$ cat config.mk
export PLATFORM = sky130hd
export DESIGN_NAME = display_scheduler
export DESIGN_NICKNAME = d
export VERILOG_FILES = /design/src/rtl/display_scheduler.sv
export SDC_FILE = /design/constraint.sdc
export NUM_CORES = 1
export LEC_CHECK = 0
export BUFFER_PORTS_ARGS = -buffer_cell sky130_fd_sc_hd__buf_2
export CAP_MARGIN = 20
export CORE_ASPECT_RATIO = 1.2
export CORE_MARGIN = 8
export CORE_UTILIZATION = 53
export DETAILED_ROUTE_END_ITERATION = 7
export PLACE_DENSITY = 0.94
export SLEW_MARGIN = 20
export SYNTH_ARGS = -nofsm -noshare
export SYNTH_HDL_FRONTEND = slang
export SYNTH_SLANG_ARGS = --single-unit
$ cat constraint.sdc
create_clock -name sys_clk -period 4 [get_ports sys_clk]
set_input_delay 0.6 -clock sys_clk [delete_from_list [all_inputs] [get_ports sys_clk]]
set_output_delay 0.6 -clock sys_clk [all_outputs]
set_load 0.01 [all_outputs]
$ cat src/rtl/display_scheduler.sv
// Time-shares one double-dabble converter across the four metric
// registers and rotates them onto the 4-digit BCD display.
module display_scheduler #(
  parameter int         W        = 31,
  parameter int         MAX_DISP = 9999,
  parameter logic [4:0] BLANK    = 5'h1F
) (
  input  logic         sys_clk,
  input  logic         reset,
  input  logic [W-1:0] step_count,
  input  logic [W-1:0] half_miles,
  input  logic [W-1:0] over32_secs,
  input  logic [W-1:0] high_act_secs,
  input  logic         rot_tick,
  input  logic         hold,
  input  logic [1:0]   sel,
  output logic [4:0]   bcd3,
  output logic [4:0]   bcd2,
  output logic [4:0]   bcd1,
  output logic [4:0]   bcd0,
  output logic [1:0]   disp_mode,
  output logic         frame_valid,
  output logic         sat,
  output logic         si
);

  typedef enum logic [1:0] {
    IDLE,
    LOAD,
    CONVERT,
    COMMIT
  } state_t;

  localparam logic [W-1:0] MAX_W  = W'(MAX_DISP);
  localparam logic [W-1:0] DIST_W = W'(99);

  state_t       state;
  logic [1:0]   mode_q;
  logic [1:0]   mode_snap;
  logic [1:0]   mode_nxt;
  logic [13:0]  bin_q;
  logic [15:0]  bcd_q;
  logic [3:0]   cnt_q;
  logic         sat_snap;
  logic         frac_snap;
  logic [W-1:0] src;
  logic         clamp;
  logic [13:0]  operand;
  logic [14:0]  adj;

  always_comb begin
    mode_nxt = mode_q;
    if (hold)
      mode_nxt = sel;
    else if (rot_tick)
      mode_nxt = mode_q + 2'd1;
  end

  always_comb begin
    src = step_count;
    unique case (mode_q)
      2'd0: src = step_count;
      2'd1: src = half_miles >> 1;
      2'd2: src = over32_secs;
      2'd3: src = high_act_secs;
    endcase
    clamp   = (mode_q == 2'd1) ? (src > DIST_W)
                               : (src > MAX_W);
    operand = src[13:0];
    if (clamp)
      operand = (mode_q == 2'd1) ? 14'd99
                                 : 14'(MAX_DISP);
  end

  // Top digit is at most 4 before its final shift, so it never needs +3.
  always_comb begin
    adj = bcd_q[14:0];
    for (int i = 0; i < 3; i++) begin
      if (bcd_q[4*i +: 4] >= 4'd5)
        adj[4*i +: 4] = bcd_q[4*i +: 4] + 4'd3;
    end
  end

  always_ff @(posedge sys_clk) begin
    if (reset) begin
      state       <= IDLE;
      mode_q      <= 2'd0;
      mode_snap   <= 2'd0;
      bin_q       <= '0;
      bcd_q       <= '0;
      cnt_q       <= '0;
      sat_snap    <= 1'b0;
      frac_snap   <= 1'b0;
      bcd3        <= '0;
      bcd2        <= '0;
      bcd1        <= '0;
      bcd0        <= '0;
      disp_mode   <= 2'd0;
      frame_valid <= 1'b0;
      sat         <= 1'b0;
      si          <= 1'b0;
    end else begin
      si          <= step_count > MAX_W;
      mode_q      <= mode_nxt;
      frame_valid <= 1'b0;
      unique case (state)
        IDLE: state <= LOAD;
        LOAD: begin
          bin_q     <= operand;
          bcd_q     <= '0;
          cnt_q     <= '0;
          mode_snap <= mode_q;
          sat_snap  <= clamp;
          frac_snap <= half_miles[0];
          state     <= CONVERT;
        end
        CONVERT: begin
          if (mode_nxt != mode_q) begin
            state <= LOAD;
          end else begin
            bcd_q <= {adj, bin_q[13]};
            bin_q <= {bin_q[12:0], 1'b0};
            cnt_q <= cnt_q + 4'd1;
            if (cnt_q == 4'd13)
              state <= COMMIT;
          end
        end
        COMMIT: begin
          if (mode_snap == 2'd1) begin
            bcd3 <= {1'b0, bcd_q[7:4]};
            bcd2 <= {1'b0, bcd_q[3:0]};
            bcd1 <= BLANK;
            bcd0 <= frac_snap ? 5'd5 : 5'd0;
          end else begin
            bcd3 <= {1'b0, bcd_q[15:12]};
            bcd2 <= {1'b0, bcd_q[11:8]};
            bcd1 <= {1'b0, bcd_q[7:4]};
            bcd0 <= {1'b0, bcd_q[3:0]};
          end
          disp_mode   <= mode_snap;
          sat         <= sat_snap;
          frame_valid <= 1'b1;
          state       <= LOAD;
        end
      endcase
    end
  end

endmodule

# Word level (Yosys, flattened, before mapping)
# Cells that the tools add are included.
dict set report totals {
  ram_bits 0
  n_memories 0
  latchBits 0
  output_inout_bits 25
  mem_bits_ro 0
  input_bits 130
  reg_bits 67
}
dict set report classes {
  add_sub_neg 5
  magnitude_cmp 6
  bitwise 0
  n_reduce_logical 5
  shifts 0
  div_mod_pow 0
  n_mux 24
  n_eq_ne 11
  multipliers 0
}
# cell n
set ops {}
lappend ops {{31-bit one-hot mux with 4 select lines} 1}
lappend ops {{31-bit by 14-bit greater-than comparator with 1-bit output (second input constant)} 2}
lappend ops {{14-bit two-way mux} 3}
lappend ops {{16-bit one-hot mux with 2 select lines} 1}
lappend ops {{31-bit by 7-bit greater-than comparator with 1-bit output (second input constant)} 1}
lappend ops {{4-bit two-way mux} 7}
lappend ops {{14-bit one-hot mux with 2 select lines} 1}
lappend ops {{16-bit two-way mux} 1}
lappend ops {{4-bit by 2-bit adder with 4-bit output (second input constant)} 3}
lappend ops {{4-bit by 3-bit greater-or-equal comparator with 1-bit output (second input constant)} 3}
lappend ops {{2-bit == test (second input constant)} 4}
lappend ops {{2-bit two-way mux} 4}
lappend ops {{4-bit one-hot mux with 2 select lines} 1}
lappend ops {{2-bit by 1-bit == test with 1-bit output (second input constant)} 3}
lappend ops {{2-bit one-hot mux with 3 select lines} 1}
lappend ops {{5-bit two-way mux} 1}
lappend ops {{4-bit by 1-bit adder with 4-bit output (second input constant)} 1}
lappend ops {{4-bit == test (second input constant)} 1}
lappend ops {{2-bit logical NOT} 2}
lappend ops {{3-bit two-way mux} 1}
lappend ops {{3-bit != test (second input constant)} 1}
lappend ops {{2-bit by 1-bit adder with 2-bit output (second input constant)} 1}
lappend ops {{1-bit two-way mux} 2}
lappend ops {{2-bit != test} 1}
lappend ops {{other kinds (4)} 4}

# Longest topological paths before layout
dict set report depth {
  depth_word 6
  mapped_depth 10
  ltp_nobuf 9
}

# Least setup slack after synthesis
# No wires, ideal clock.
dict set report synth_path {
  kind {register -> register}
  start {register mode_q[0]}
  end {register bin_q[13]}
  setup_time_ns 0.133
  synth_period_minus_slack_ns 2.400
  arrival_time_ns 2.267
  stages_incl_launch_ff 11
  path_slack_ns 1.600
  t_required_ns 3.867
  cell_sequence {dfxtp_1 -> inv_1 -> ha_1 -> buf_2 -> a222oi_1 -> a21oi_1 -> or3_1 -> o211ai_2 -> a21oi_4 -> o311ai_1 -> o21ai_0}
}
dict set report synth_via {
  elab_chain_cells 6
  word_cells_on_any_way 17
  classes_between {add/sub: 1; order compare: 2; eq/ne: 5; mux: 7; reduce/logical: 2}
}
# item line_no
set synth_rtl {}
lappend synth_rtl {{from (decl)} 38} ;# logic [1:0] mode_q;
lappend synth_rtl {{from (signal assigned)} 104} ;# mode_q <= mode_nxt;
lappend synth_rtl {{2-bit == test (tied with other cells)} 61} ;# unique case (mode_q)
lappend synth_rtl {{31-bit one-hot mux with 4 select lines or 2-bit two-way mux (tied branches)} {61, 55}}
lappend synth_rtl {{31-bit by 14-bit greater-than comparator with 1-bit output (tied with other cells)} 68} ;# : (src > MAX_W);
lappend synth_rtl {{1-bit two-way mux or 2-bit != test (tied branches)} {67, 118}}
lappend synth_rtl {{14-bit two-way mux or 2-bit != test (tied branches)} -}
lappend synth_rtl {{14-bit one-hot mux with 2 select lines or 2-bit AND reduction (tied branches)} -}
lappend synth_rtl {{to (signal assigned)} 109} ;# bin_q <= operand;
lappend synth_rtl {{to (signal assigned)} 122} ;# bin_q <= {bin_q[12:0], 1'b0};
lappend synth_rtl {{to (decl)} 41} ;# logic [13:0] bin_q;
# Parallel ways exist; a longest one is shown, timed or not.
# A chain may end at the register's enable or synchronous reset.

# Final worst setup path
dict set report layout_path {
  start {register mode_q[1]}
  end {register bin_q[3]}
}
# The elaborated chain is that of the path after synthesis.

==> results.md <==
- Run status: completed
- Post-Synth Simple-Gate Area: 0.250
- Max Used Layer: met4
- Register clock-pin slew on the reported worst setup and hold paths: roughly 0.07 ns
- CP required: ~4.3 ns
- Detail Route Antenna Nets: 0
- Number of diodes: 0
- Setup bufs post-CTS: 0
- Global-route wire length before repair: between 20 and 25 mm
- WS Path Type: reg -> reg
- Initial Util: 0.535
- Wire length per cell: 18.6 um
- Worst Hold Endpoint: disp_mode[1]
- Post-synthesis compound-gate area fraction: 0.304
- IO Pins: 155
- Number of fillers in the final layout: 595
- Most frequent cells in the layout: buf_2 (151), nand2_1 (68), dfxtp_1 (64), a21oi_1 (47), nor2_1 (40)
- Share of layout cells above drive strength 1: 0.292
- Period utilization: 0.792
- Final instance area: 4760 um^2
- Slew of the pin with the lowest slew margin: between 0.9 and 1 ns
- RSZ-0062 raised after global routing: no
- Chip width: 93.3 um
- Critical path startpoint category: flop
- Residual DRC count: 0
- Setup-failing EPs final: 0
- Distinct cells, synth: 62
- Worst slack at placement: 0.958 ns
- Synth area leaders: dfxtp_1 (34%), nand2_1 (6.7%), a21oi_1 (6.2%), ha_1 (3.9%), nor2_1 (3.9%)
- Crit path time final: 3.17 ns
- Nets@finish: 764
- Number of flops mapped to enable cells by yosys: 0
- TritonCTS buffer count: 9
- Max Freq: approximately 0.32 GHz
- Placed inst area: 4530 um^2
- Synth Register Bits: 64
- Hold crit path type: reg -> reg
- Ys async rst share: 0
- GRT Total Usage: 0.265
- Largest net degree at the start of global routing: 54
- Detailed Place HPWL: ~10 mm
- # hold bufs at CTS: 0
- GPL Wtd Cong: around 1
- Area delta synth->final: 25.3%
- Synth area leader: dfxtp_1
- Resized cells post-CTS: 0
- Met1 wire length: 4.77 mm
- Critical path arrival: 3.43 ns
- Initial antenna violation count: 0
- YS warnings: 0
- RR Endpoint: bin_q[3]
- Iteration-0 DRC Markers: 389
- Mux contribution to synthesized area: 0
- CTS Sinks: 64
- Routed WL: 13.3 mm
- Worst Skew: 0.00710 ns
- Largest family of logic cells by synthesized area: compound AO/OA/AOI/OAI gates
- Syn avg cell area: 7.76 um^2
- Final worst slack: 0.831 ns
- Yosys top cell area share: 0.337
- Worst R2R Setup Slack: 0.83 ns
- Core box area: 7100 um^2
- Commonest non-fill, non-tap cell in the layout: buf_2
- Met2 Wirelength: 6.73 mm
- Seq/Total Area, Yosys: 0.337
- Vias in the first global route: 4,446
- Max-Slew Margin vs Limit: 0.347
- Worst r2r path cells: 9
- Pwr/cell area: 362 nW/um^2
- Final hold viol count: 0
- Via count: between 4,000 and 5,000
- CTS root buf: clkbuf_8
- Synthesized cell area: 3800 um^2
- Max Cap Viol: 0
- Drt pass-1 iters: 6
- Die area: 10,100 um^2
- GR Overflow Total: 0
- CTS tree: built
- Post-synthesis xor/xnor area fraction: 0.0138
- Synthesized instance count: 490
- Max H-tree Level: 3
- Die Y: 109 um
- Setup TNS: 0 ns
- Max Slew Vio Count: 0
- P_leak: 1.92 nW
- DR WL met3: 1.18 mm
- Row count: 34
- Adder-cell share of the synthesized area: 0.0395
- Reg2Reg Launch Point: mode_q[1]
- Setup crit end kind: flop
- CP Max Fanout: 22
- Hold_sp: disp_mode[1]
- Clock buffer depth: 2
- Skew-Pair Late Insertion Delay: 0.35 ns
- Hold Path Depth: 2
- Worst IR drop on VDD: 0.000274 V
- Number of port buffers: approximately 150
- Via-to-Cell Ratio: roughly 6.1
- Commonest register cell after synthesis: dfxtp_1
-- cells by family (layout without fill, tap and decap cells) --
logic type                 Yosys count  count (layout)
DFF                                 64              64
and+or+nand+nor                    196             196
AOI/OAI and AO/OA                  163             163
other                                1               3
adders and majority gates           12              12
xor gates and xnor gates             6               6
buffers and inverters               48             183
-- worst max-delay path by stage --
stage	startpoint	end	slack (ns)	cells after the start
6_report	mode_q[1]	bin_q[3]	0.83	9
5_1_grt	mode_q[1]	bin_q[3]	0.62	9
4_1_cts	mode_q[1]	bin_q[3]	0.89	9
3_5_place_dp	mode_q[0]	sat_snap	0.96	8
3_3_place_gp	mode_q[1]	bin_q[2]	1.04	9
2_1_floorplan	mode_q[0]	bin_q[13]	1.60	10
-- routing by layer --
metal  vias up  track usage
li1       2066            -
met1      2011        0.272
met2       243        0.464
met3        53       0.0730
met4         0        0.178
met5         -            0
-- metrics by stage --
stage,std cells,total power [mW],utilization,hold slack [ns]
floorplan,492,0.956,-,0.432
global placement,701,1.08,0.638,0.440
detailed placement,701,1.09,0.638,0.445
CTS,717,1.72,0.671,0.454
global route,717,1.80,0.671,0.475
finish,717,1.72,0.671,0.450
-- cell usage after synthesis (all sizes together) (11+ instances only) --
library cell  instances
nor3                 12
nor2b                12
dfxtp                64
o21ai                29
inv                  14
buf                  11
clkbuf               23
ha                   12
nand3                18
nor2                 41
a21oi                48
nor4                 15
nand2                68
-- area by class of cell --
cell class | instances | area (um^2) | share of cell area
clock buffer | 11 | 151 | 0.0318
clock inverter | 5 | 78.8 | 0.0165
inverter | 14 | 52.6 | 0.0110
multi-input combinational | 380 | 2320 | 0.486
sequential | 64 | 1280 | 0.269
tap | 90 | 113 | 0.0236
timing repair buffer | 153 | 771 | 0.162
-- power breakdown --
group / leakage, nW / switching, mW / internal (mW)
clock: 0.119 / 0.253 / 0.384
combinational: 1.28 / 0.223 / 0.154
sequential: 0.522 / 0.0324 / 0.678
total: 1.92 / 0.508 / 1.22
-- sequential cells by signal, summed over array words and instances, names as in the netlist, 4 cells and up --
| register | flops |
|---|---|
| bcd0 | 4 |
| bcd1 | 5 |
| bcd2 | 4 |
| bcd3 | 4 |
| bcd_q | 16 |
| bin_q | 14 |
| cnt_q | 4 |
-- critical path, stage by stage (launching register included) --
cell	delay (ns)
dfxtp_1	0.44
inv_1	0.11
ha_1	0.48
a222oi_1	0.48
a21oi_1	0.24
nor4_1	0.39
nand3_1	0.21
o31ai_4	0.39
o2111ai_1	0.19
o211ai_1	0.16
Note: power is estimated with default switching activity, not from simulation.
